**src/rtl/bus_mtimer_pkg.sv**
```systemverilog
// bus_mtimer_pkg: register offsets, ctrl fields, bus FSM states and mtime type shared by bus_mtimer
package bus_mtimer_pkg;
  localparam logic [4:0] MTIME_LO    = 5'h00;
  localparam logic [4:0] MTIME_HI    = 5'h04;
  localparam logic [4:0] MTIMECMP_LO = 5'h08;
  localparam logic [4:0] MTIMECMP_HI = 5'h0C;
  localparam logic [4:0] CTRL        = 5'h10;
  localparam int CTRL_EN     = 0;
  localparam int CTRL_PS_LSB = 8;
  localparam int CTRL_PS_MSB = 15;
  typedef enum logic {IDLE, ACK} state_t;
  typedef logic [63:0] mtime_t;
  function automatic logic [31:0] merge_be(input logic [31:0] old, input logic [31:0] data, input logic [3:0] be);
    logic [31:0] r;
    for (int i = 0; i < 4; i++) r[8*i +: 8] = be[i] ? data[8*i +: 8] : old[8*i +: 8];
    return r;
  endfunction
endpackage

```
**src/rtl/mtimer_prescaler.sv**
```systemverilog
// mtimer_prescaler: divides clk by (prescale+1) while enabled, producing a one-cycle tick
// Ports: clk, rst_n (sync active-low); enable, prescale[7:0], clear in; tick out.
module mtimer_prescaler (
  input  logic       clk,
  input  logic       rst_n,
  input  logic       enable,
  input  logic [7:0] prescale,
  input  logic       clear,
  output logic       tick
);
  logic [7:0] cnt;
  assign tick = enable && cnt == prescale;
  always_ff @(posedge clk)
    if (!rst_n) cnt <= '0;
    else cnt <= (!enable || clear || tick) ? '0 : cnt + 8'd1;
endmodule

```
**src/rtl/bus_mtimer.sv**
```systemverilog
// bus_mtimer: memory-mapped RISC-V machine timer (mtime, mtimecmp, ctrl) with level irq
// Ports: clk, rst_n (sync active-low); addr/rd/wr/wdata/be bus request; sel decode hit;
//        rdata/ack one-cycle registered response; irq machine-timer interrupt.
// Option: BUS_MTIMER_SNAPSHOT_EN shadows mtime_hi on mtime_lo reads for atomic lo-then-hi reads.
module bus_mtimer
  import bus_mtimer_pkg::*;
#(
  parameter logic [31:0] BaseAddress   = 32'h0001_0000,
  parameter int unsigned WindowBytes   = 32,
  parameter logic [7:0]  ResetPrescale = 8'd0
) (
  input  logic        clk,
  input  logic        rst_n,
  input  logic [31:0] addr,
  input  logic        rd,
  input  logic        wr,
  input  logic [31:0] wdata,
  input  logic [3:0]  be,
  output logic        sel,
  output logic [31:0] rdata,
  output logic        ack,
  output logic        irq
);
  localparam logic [31:0] Mask = ~(WindowBytes - 32'd1);
  state_t state, state_next;
  mtime_t mtime, mtimecmp;
  logic enable, tick, go, do_wr, do_rd, wr_lo, wr_hi, wr_ps;
  logic [7:0] prescale;
  logic [4:0] off;
  logic [31:0] lo_next, hi_next, hi_rd, rval;
  assign sel   = (rd | wr) && ((addr & Mask) == BaseAddress);
  assign off   = {addr[4:2], 2'b00};
  assign go    = state == IDLE && sel;
  assign do_wr = go && wr;
  assign do_rd = go && !wr;
  assign wr_lo = do_wr && off == MTIME_LO;
  assign wr_hi = do_wr && off == MTIME_HI;
  assign wr_ps = do_wr && off == CTRL && be[1];
  assign ack   = state == ACK;
  always_comb state_next = go ? ACK : IDLE;
  mtimer_prescaler u_ps (
    .clk(clk), .rst_n(rst_n), .enable(enable), .prescale(prescale),
    .clear(wr_ps | wr_lo | wr_hi), .tick(tick)
  );
  // A bus write to either mtime half drops the tick for that half; the other half
  // still advances on its own, with no carry crossing between halves that cycle.
  assign lo_next = wr_lo ? merge_be(mtime[31:0], wdata, be) : mtime[31:0] + {31'b0, tick};
  assign hi_next = wr_hi ? merge_be(mtime[63:32], wdata, be)
                         : mtime[63:32] + {31'b0, tick && !wr_lo && &mtime[31:0]};
`ifdef BUS_MTIMER_SNAPSHOT_EN
  logic [31:0] shadow;
  always_ff @(posedge clk)
    if (!rst_n) shadow <= '0;
    else if (wr_hi) shadow <= hi_next;
    else if (do_rd && off == MTIME_LO) shadow <= mtime[63:32];
  assign hi_rd = shadow;
`else
  assign hi_rd = mtime[63:32];
`endif
  assign rval = off == MTIME_LO    ? mtime[31:0] :
                off == MTIME_HI    ? hi_rd :
                off == MTIMECMP_LO ? mtimecmp[31:0] :
                off == MTIMECMP_HI ? mtimecmp[63:32] :
                off == CTRL        ? {16'h0, prescale, 7'h0, enable} : '0;
  always_ff @(posedge clk)
    if (!rst_n) begin
      state    <= IDLE;
      mtime    <= '0;
      mtimecmp <= '1;
      enable   <= 1'b0;
      prescale <= ResetPrescale;
      rdata    <= '0;
      irq      <= 1'b0;
    end else begin
      state <= state_next;
      mtime <= {hi_next, lo_next};
      if (do_wr && off == MTIMECMP_LO) mtimecmp[31:0] <= merge_be(mtimecmp[31:0], wdata, be);
      if (do_wr && off == MTIMECMP_HI) mtimecmp[63:32] <= merge_be(mtimecmp[63:32], wdata, be);
      if (do_wr && off == CTRL && be[0]) enable <= wdata[CTRL_EN];
      if (wr_ps) prescale <= wdata[CTRL_PS_MSB:CTRL_PS_LSB];
      rdata <= do_rd ? rval : '0;
      irq   <= mtime >= mtimecmp;
    end
endmodule
```
**config.mk**
```make
export PLATFORM = sky130hd
export DESIGN_NAME = bus_mtimer
export DESIGN_NICKNAME = d
export VERILOG_FILES = /design/src/rtl/bus_mtimer_pkg.sv /design/src/rtl/mtimer_prescaler.sv /design/src/rtl/bus_mtimer.sv
export SDC_FILE = /design/constraint.sdc
export NUM_CORES = 1
export LEC_CHECK = 0
export BUFFER_PORTS_ARGS = -buffer_cell sky130_fd_sc_hd__buf_2
export CAP_MARGIN = 15
export CORE_AREA = 4 4 167 169
export CTS_CLUSTER_DIAMETER = 50
export CTS_CLUSTER_SIZE = 28
export DETAILED_ROUTE_END_ITERATION = 6
export DIE_AREA = 0 0 171 173
export GPL_TIMING_DRIVEN = 0
export SKIP_LAST_GASP = 1
export SLEW_MARGIN = 10
export SYNTH_ARGS = -nofsm -noshare
export SYNTH_HDL_FRONTEND = slang
export SYNTH_HIERARCHICAL = 1
export SYNTH_SLANG_ARGS = --single-unit
```
**constraint.sdc**
```tcl
create_clock -name clk -period 4.6 [get_ports clk]
set_clock_uncertainty 0.1 [all_clocks]
set_input_delay 0.69 -clock clk [delete_from_list [all_inputs] [get_ports clk]]
set_output_delay 0.69 -clock clk [all_outputs]
set_load 0.02 [all_outputs]
```
# == After elaboration in Yosys (flattened, before gate mapping) ==
# Cells that the tools add are included.
# op_classes
n_mux,12
order_cmp,1
reduce_logical,31
n_eq_ne,14
bitwise_logic,5
addsub,3
# op_table
cell,n
2-to-1 mux 32 bit,6
adder 32 x 1 -> 32 bit,2
>= comparator 64 bit,1
2-to-1 mux 8 bit,4
AND reduction 32 bit,1
"equality test 27 x 12 -> 1 bit, second input constant",1
AND reduction 2 bit,9
2-to-1 mux 16 bit,1
"!= test 2 bit, second input constant",8
logical AND 1 bit,14
"adder 8 x 1 -> 8 bit, second input constant",1
equality test 8 bit,1
"equality test 3 x 2 -> 1 bit, second input constant",2
zero test 5 bit,1
"equality test 3 x 1 -> 1 bit, second input constant",1
"equality test 3 bit, second input constant",1
zero test 1 bit,3
bitwise OR 1 bit,3
logical OR 1 bit,2
inverter 1 bit,2
OR reduction 2 bit,1
2-to-1 mux 1 bit,1
# word_totals
register_bits,179
inputBits,72
out_inout_bits,35
wordCells,88

# == Logic depth before layout (Yosys ltp) ==
# logic_depth
ltp_word,11
depth_mapped,17
depth_no_buf,16

# == By module ==
# Netlist, hierarchy kept.
# modules_own_cells
mod,n_inst,cells_per_inst,area_each_um2,seq_area_each_um2
bus_mtimer,1,1213,9973.3,3423.3
mtimer_prescaler,1,47,473.0,160.2

# == Worst setup path before layout ==
# Ideal clock, no wire load.
# synth_timing
kind,input -> register
start,input port addr[3]
end,register mtime[62]
n_path_buf,4
setup_time_ns,0.091
cell_stages,16
t_required_ns,4.409
arrival_time_ns,3.719
path_slack_ns,0.691
path_cell_list,clkbuf_1 > nor3_1 > inv_1 > nor4_2 > buf_2 > buf_4 > buf_2 > nor4_1 > ha_1 > ha_1 > and3_1 > nand4_2 > or4_4 > a21oi_2 > a311oi_1 > a311oi_1
# synth_via
elab_chain_cells,7
word_cells_on_any_way,10
classes_between,1 x add/sub; 2 x eq/ne; 1 x mux; 6 x reduce/logical
# synth_lines
item,line_no,text
"start, declared",bus_mtimer.sv:14,"input logic [31:0] addr,"
zero test 5 bit,bus_mtimer.sv:36,assign wr_lo = do_wr && off == MTIME_LO;
logical AND 1 bit,bus_mtimer.sv:36,
zero test 1 bit,bus_mtimer.sv:49,": mtime[63:32] + {31'b0, tick && !wr_lo && &mtime[31:0]};"
logical AND 1 bit (2 in a row),bus_mtimer.sv:49,
adder 32 x 1 -> 32 bit,bus_mtimer.sv:49,
2-to-1 mux 32 bit,bus_mtimer.sv:48,"assign hi_next = wr_hi ? merge_be(mtime[63:32], wdata, be)"
"end signal, assigned",bus_mtimer.sv:76,"mtime <= {hi_next, lo_next};"
"end, declared",bus_mtimer.sv:26,"mtime_t mtime, mtimecmp;"
# Parallel ways exist; a longest one is shown, timed or not.
# A chain may end at the register's enable or synchronous reset.

# == Final worst setup path ==
# layout_timing
start,register mtime[15]
end,register mtime[62]
# layout_via
elab_chain_cells,4
# layout_lines
item,line_no
AND reduction 32 bit,bus_mtimer.sv:49
logical AND 1 bit,bus_mtimer.sv:49
adder 32 x 1 -> 32 bit,bus_mtimer.sv:49
2-to-1 mux 32 bit,bus_mtimer.sv:48
# Every way passes these cells.

==> flow_summary_export.csv <==
group,metric,value,unit
outcome,run_status,"complete, no violations",
synth,synth_flop_cell,"dfxtp_1",
worst_setup_path,crit_cells,13,
routing,drt_iter0_markers,919,
sta,hold_viol_final,0,
worst_setup_path,cp_cell_sequence,"and3_1 > and3_2 > nand3_2 > or3_4 > nor4_1 > ha_1 > ha_1 > and3_1 > nand4_2 > or4_4 > a21oi_4 > a311oi_1 > a311oi_1",
power_and_ir_drop,total_power,3.45,mW
synth,synth_area_per_cell,8.29,um2
layout,fillCellCount,2680,
layout,area_delta_synth_final,15.7,%
floorplanning,start_util,39.3,%
synth,synth.net_count,1401,
sta,drv_slew,0,
synth,synth-edff-count,0,
power_and_ir_drop,vdd_ir_drop_max,176,uV
floorplanning,die_area,29600,um2
clocking,h-tree-depth,4,
clocking,cts_buffers,17,
worst_setup_path,path_class,"reg -> reg",
synth,synth-async-reset-ratio,0,%
sta,slew_headroom,13.9,%
clocking,clock_latency,440,ps
sta,tightest_slew,1280,ps
synth,synth-seq-cells,179,
power_and_ir_drop,power_density,285,nW/um2
routing,wirelength,36800,um
routing,ant_nets,0,
clocking,clock-root-buffer,"clkbuf_16",
synth,yosysWarnings,6,
sta,period_share,94.8,%
routing,viasPerCell,5.94,
floorplanning,dieHeight,173,um
placement,portBuffers,99,
synth,syn_inst,1260,
floorplanning,boundaryPins,107,
worst_setup_path,critical_path_arrival,4610,ps
sta,setup_violations,0,
worst_setup_path,cp_slowest_cell,"or4_4",
layout,final-seq-area,3580,um2
layout,final_common_cell,"dfxtp_1",
routing,wl_per_cell,21.2,um
job,maxCapViolCount,0,
layout,num_antenna_cells,0,
synth,synth_cell_type_count,75,
sta,max_freq,229,MHz
hold_path,hold_path.class,"reg -> reg",
worst_setup_path,crit_path_max_fanout,8,
synth,syn_area,10400,um2
layout,multiInputGateArea,6240,um2
floorplanning,core,26600,um2
placement,hpwlAfterDp,27700,um
layout,layout.nets,1525,
routing,vias,10304,
global_route,grt_max_degree,17,
layout,final_util,45.5,%
worst_setup_path,worst_ep_required_time,4850,ps
worst_setup_path,end_kind,"flop",
worst_setup_path,critPathBufInv,0,
sta,setup_tns,0,ps
layout,mostFrequentLayoutCells,"dfxtp_1 (179), nand2_1 (135), nor2_1 (122)",
routing,drcViolationCount,0,
worst_setup_path,reg2regPathDepth,13,
worst_setup_path,cp-start-kind,"flop",
global_route,grt_usage,24.6,%
synth,synthTopCellsByArea,"dfxtp_1 (34%), ha_1 (8.3%), mux2i_1 (5.6%), nand2_1 (4.9%), nor2_1 (4.4%)",
worst_setup_path,cpPeakStageDelay,640,ps
synth,yosys.area.top_type,"dfxtp_1",
global_route,grt_pass1_wl,56300,um
floorplanning,rows,60,
clocking,cts_sinks,179,
global_route,grt_pass1_vias,9812,
layout,instances_no_fill,1736,
layout,drive_gt1_share,15.5,%
clocking,path_clk_slew,70,ps
sta,period_minus_slack,4360,ps
routing,firstDrtPassIters,5,
global_route,grt-ovfl-total,0,
global_route,antenna_found_initial,2,
floorplanning,die_w,171,um
clocking,clk_path_buf_depth,2,
synth,synth_top_area_share,34.3,%
placement,place_inst,1700,
placement,gp_congestion,0.957,
worst_setup_path,crit_family,"simple AND/OR/NAND/NOR gates",
power_and_ir_drop,leakage,5.74,nW
sta,rsz0062_at_grt,"true",
synth,ys_seq_area_share,34.3,%
clocking,cts_tree,"done",
hold_path,holdPathStages,2,
## sequential cells by signal, summed over array words and instances (netlist names)
register,cells
u_ps/cnt,8
rdata,32
irq,1
mtimecmp,64
ack,1
mtime,64
prescale,8
enable,1
## Yosys cell counts, types with 10 or more instances
library cell,count
nor2_1,122
dfxtp_1,179
nand4_1,27
nor3_1,25
o21ai_0,41
inv_1,82
a21oi_1,83
ha_1,69
buf_2,19
o211ai_1,44
a211oi_1,30
nand3_1,31
nor4_1,10
xor2_1,10
a31oi_1,13
nand2b_1,16
mux2i_1,58
a22oi_1,26
nand2_1,135
a21o_1,14
a311oi_1,15
and3_1,19
clkbuf_1,45
mux2_2,20
## where the power goes
part           leakage, nW   switching, mW  internal, mW  total (mW)
Sequential            1.44  0.000000000915          1.55        1.55
Clock                0.323           0.643          1.04        1.69
Combinational         3.98           0.149        0.0652       0.214
## final timing paths
check                            to  slack (ps)                 startpoint
max          mtime[62]$_SDFFE_PN0P_         240     mtime[15]$_SDFFE_PN0P_
min            rdata[20]$_SDFF_PN0_         390  mtimecmp[20]$_SDFFE_PN1P_
max reg2reg  mtime[62]$_SDFFE_PN0P_         240     mtime[15]$_SDFFE_PN0P_
min reg2reg    rdata[20]$_SDFF_PN0_         390  mtimecmp[20]$_SDFFE_PN1P_
## kinds of logic (layout without fill, tap and decap cells)
logic type | count (synthesis) | count (layout) | share of synthesized area, %
multiplexers | 80 | 80 | 7.93
AND/OR/NAND/NOR | 452 | 452 | 22.4
flip-flops | 179 | 179 | 34.3
XOR/XNOR | 11 | 11 | 0.922
buffers and inverters | 156 | 291 | 6.05
AO/OA/AOI/OAI | 313 | 313 | 20.1
adder cells (fa/ha/maj) | 69 | 69 | 8.26
## final cells by class
| type | instances | share of cell area, % |
|---|---|---|
| flip-flops and latches | 179 | 29.6 |
| multi-input cells | 925 | 51.6 |
| repair buffers | 105 | 4.47 |
| clock inverters | 9 | 1.68 |
| clock buffers | 21 | 3.81 |
| well taps | 341 | 3.53 |
| inverters | 85 | 2.64 |
| plain buffers | 71 | 2.59 |
## through the flow
step	hold WS [ps]	instance area (um2)	worst slack [ps]
global route	413	12100	-51.0
global placement	372	11400	-89.7
floorplan	354	10400	691
detailed placement	373	11400	-116
finish	387	12100	240
CTS	390	12000	63.6
## per-layer routing
metal  track usage [%]  up-vias  wire (um)  part of all wire [%]
met5                 0        -         27                 0.073
met4              8.85        4       1150                   3.1
met3              5.97       77       3190                   8.7
met2              37.0      511      16200                    44
met1              34.2     4895      16200                    44
li1                  -     4817          -                     -
## timing repair
item | in CTS | in global routing
hold buffers | 0 | 0
buffers inserted | 0 | 6
setup endpoints to repair | 0 | 16
gates resized for setup | 0 | 3
## tightest hold or removal path, stage by stage (launching register included)
cell and delay [ps]:
dfxtp_1 330, a21oi_1 60, nor2_1 70
No activity file was read; power rests on OpenSTA's default activity.
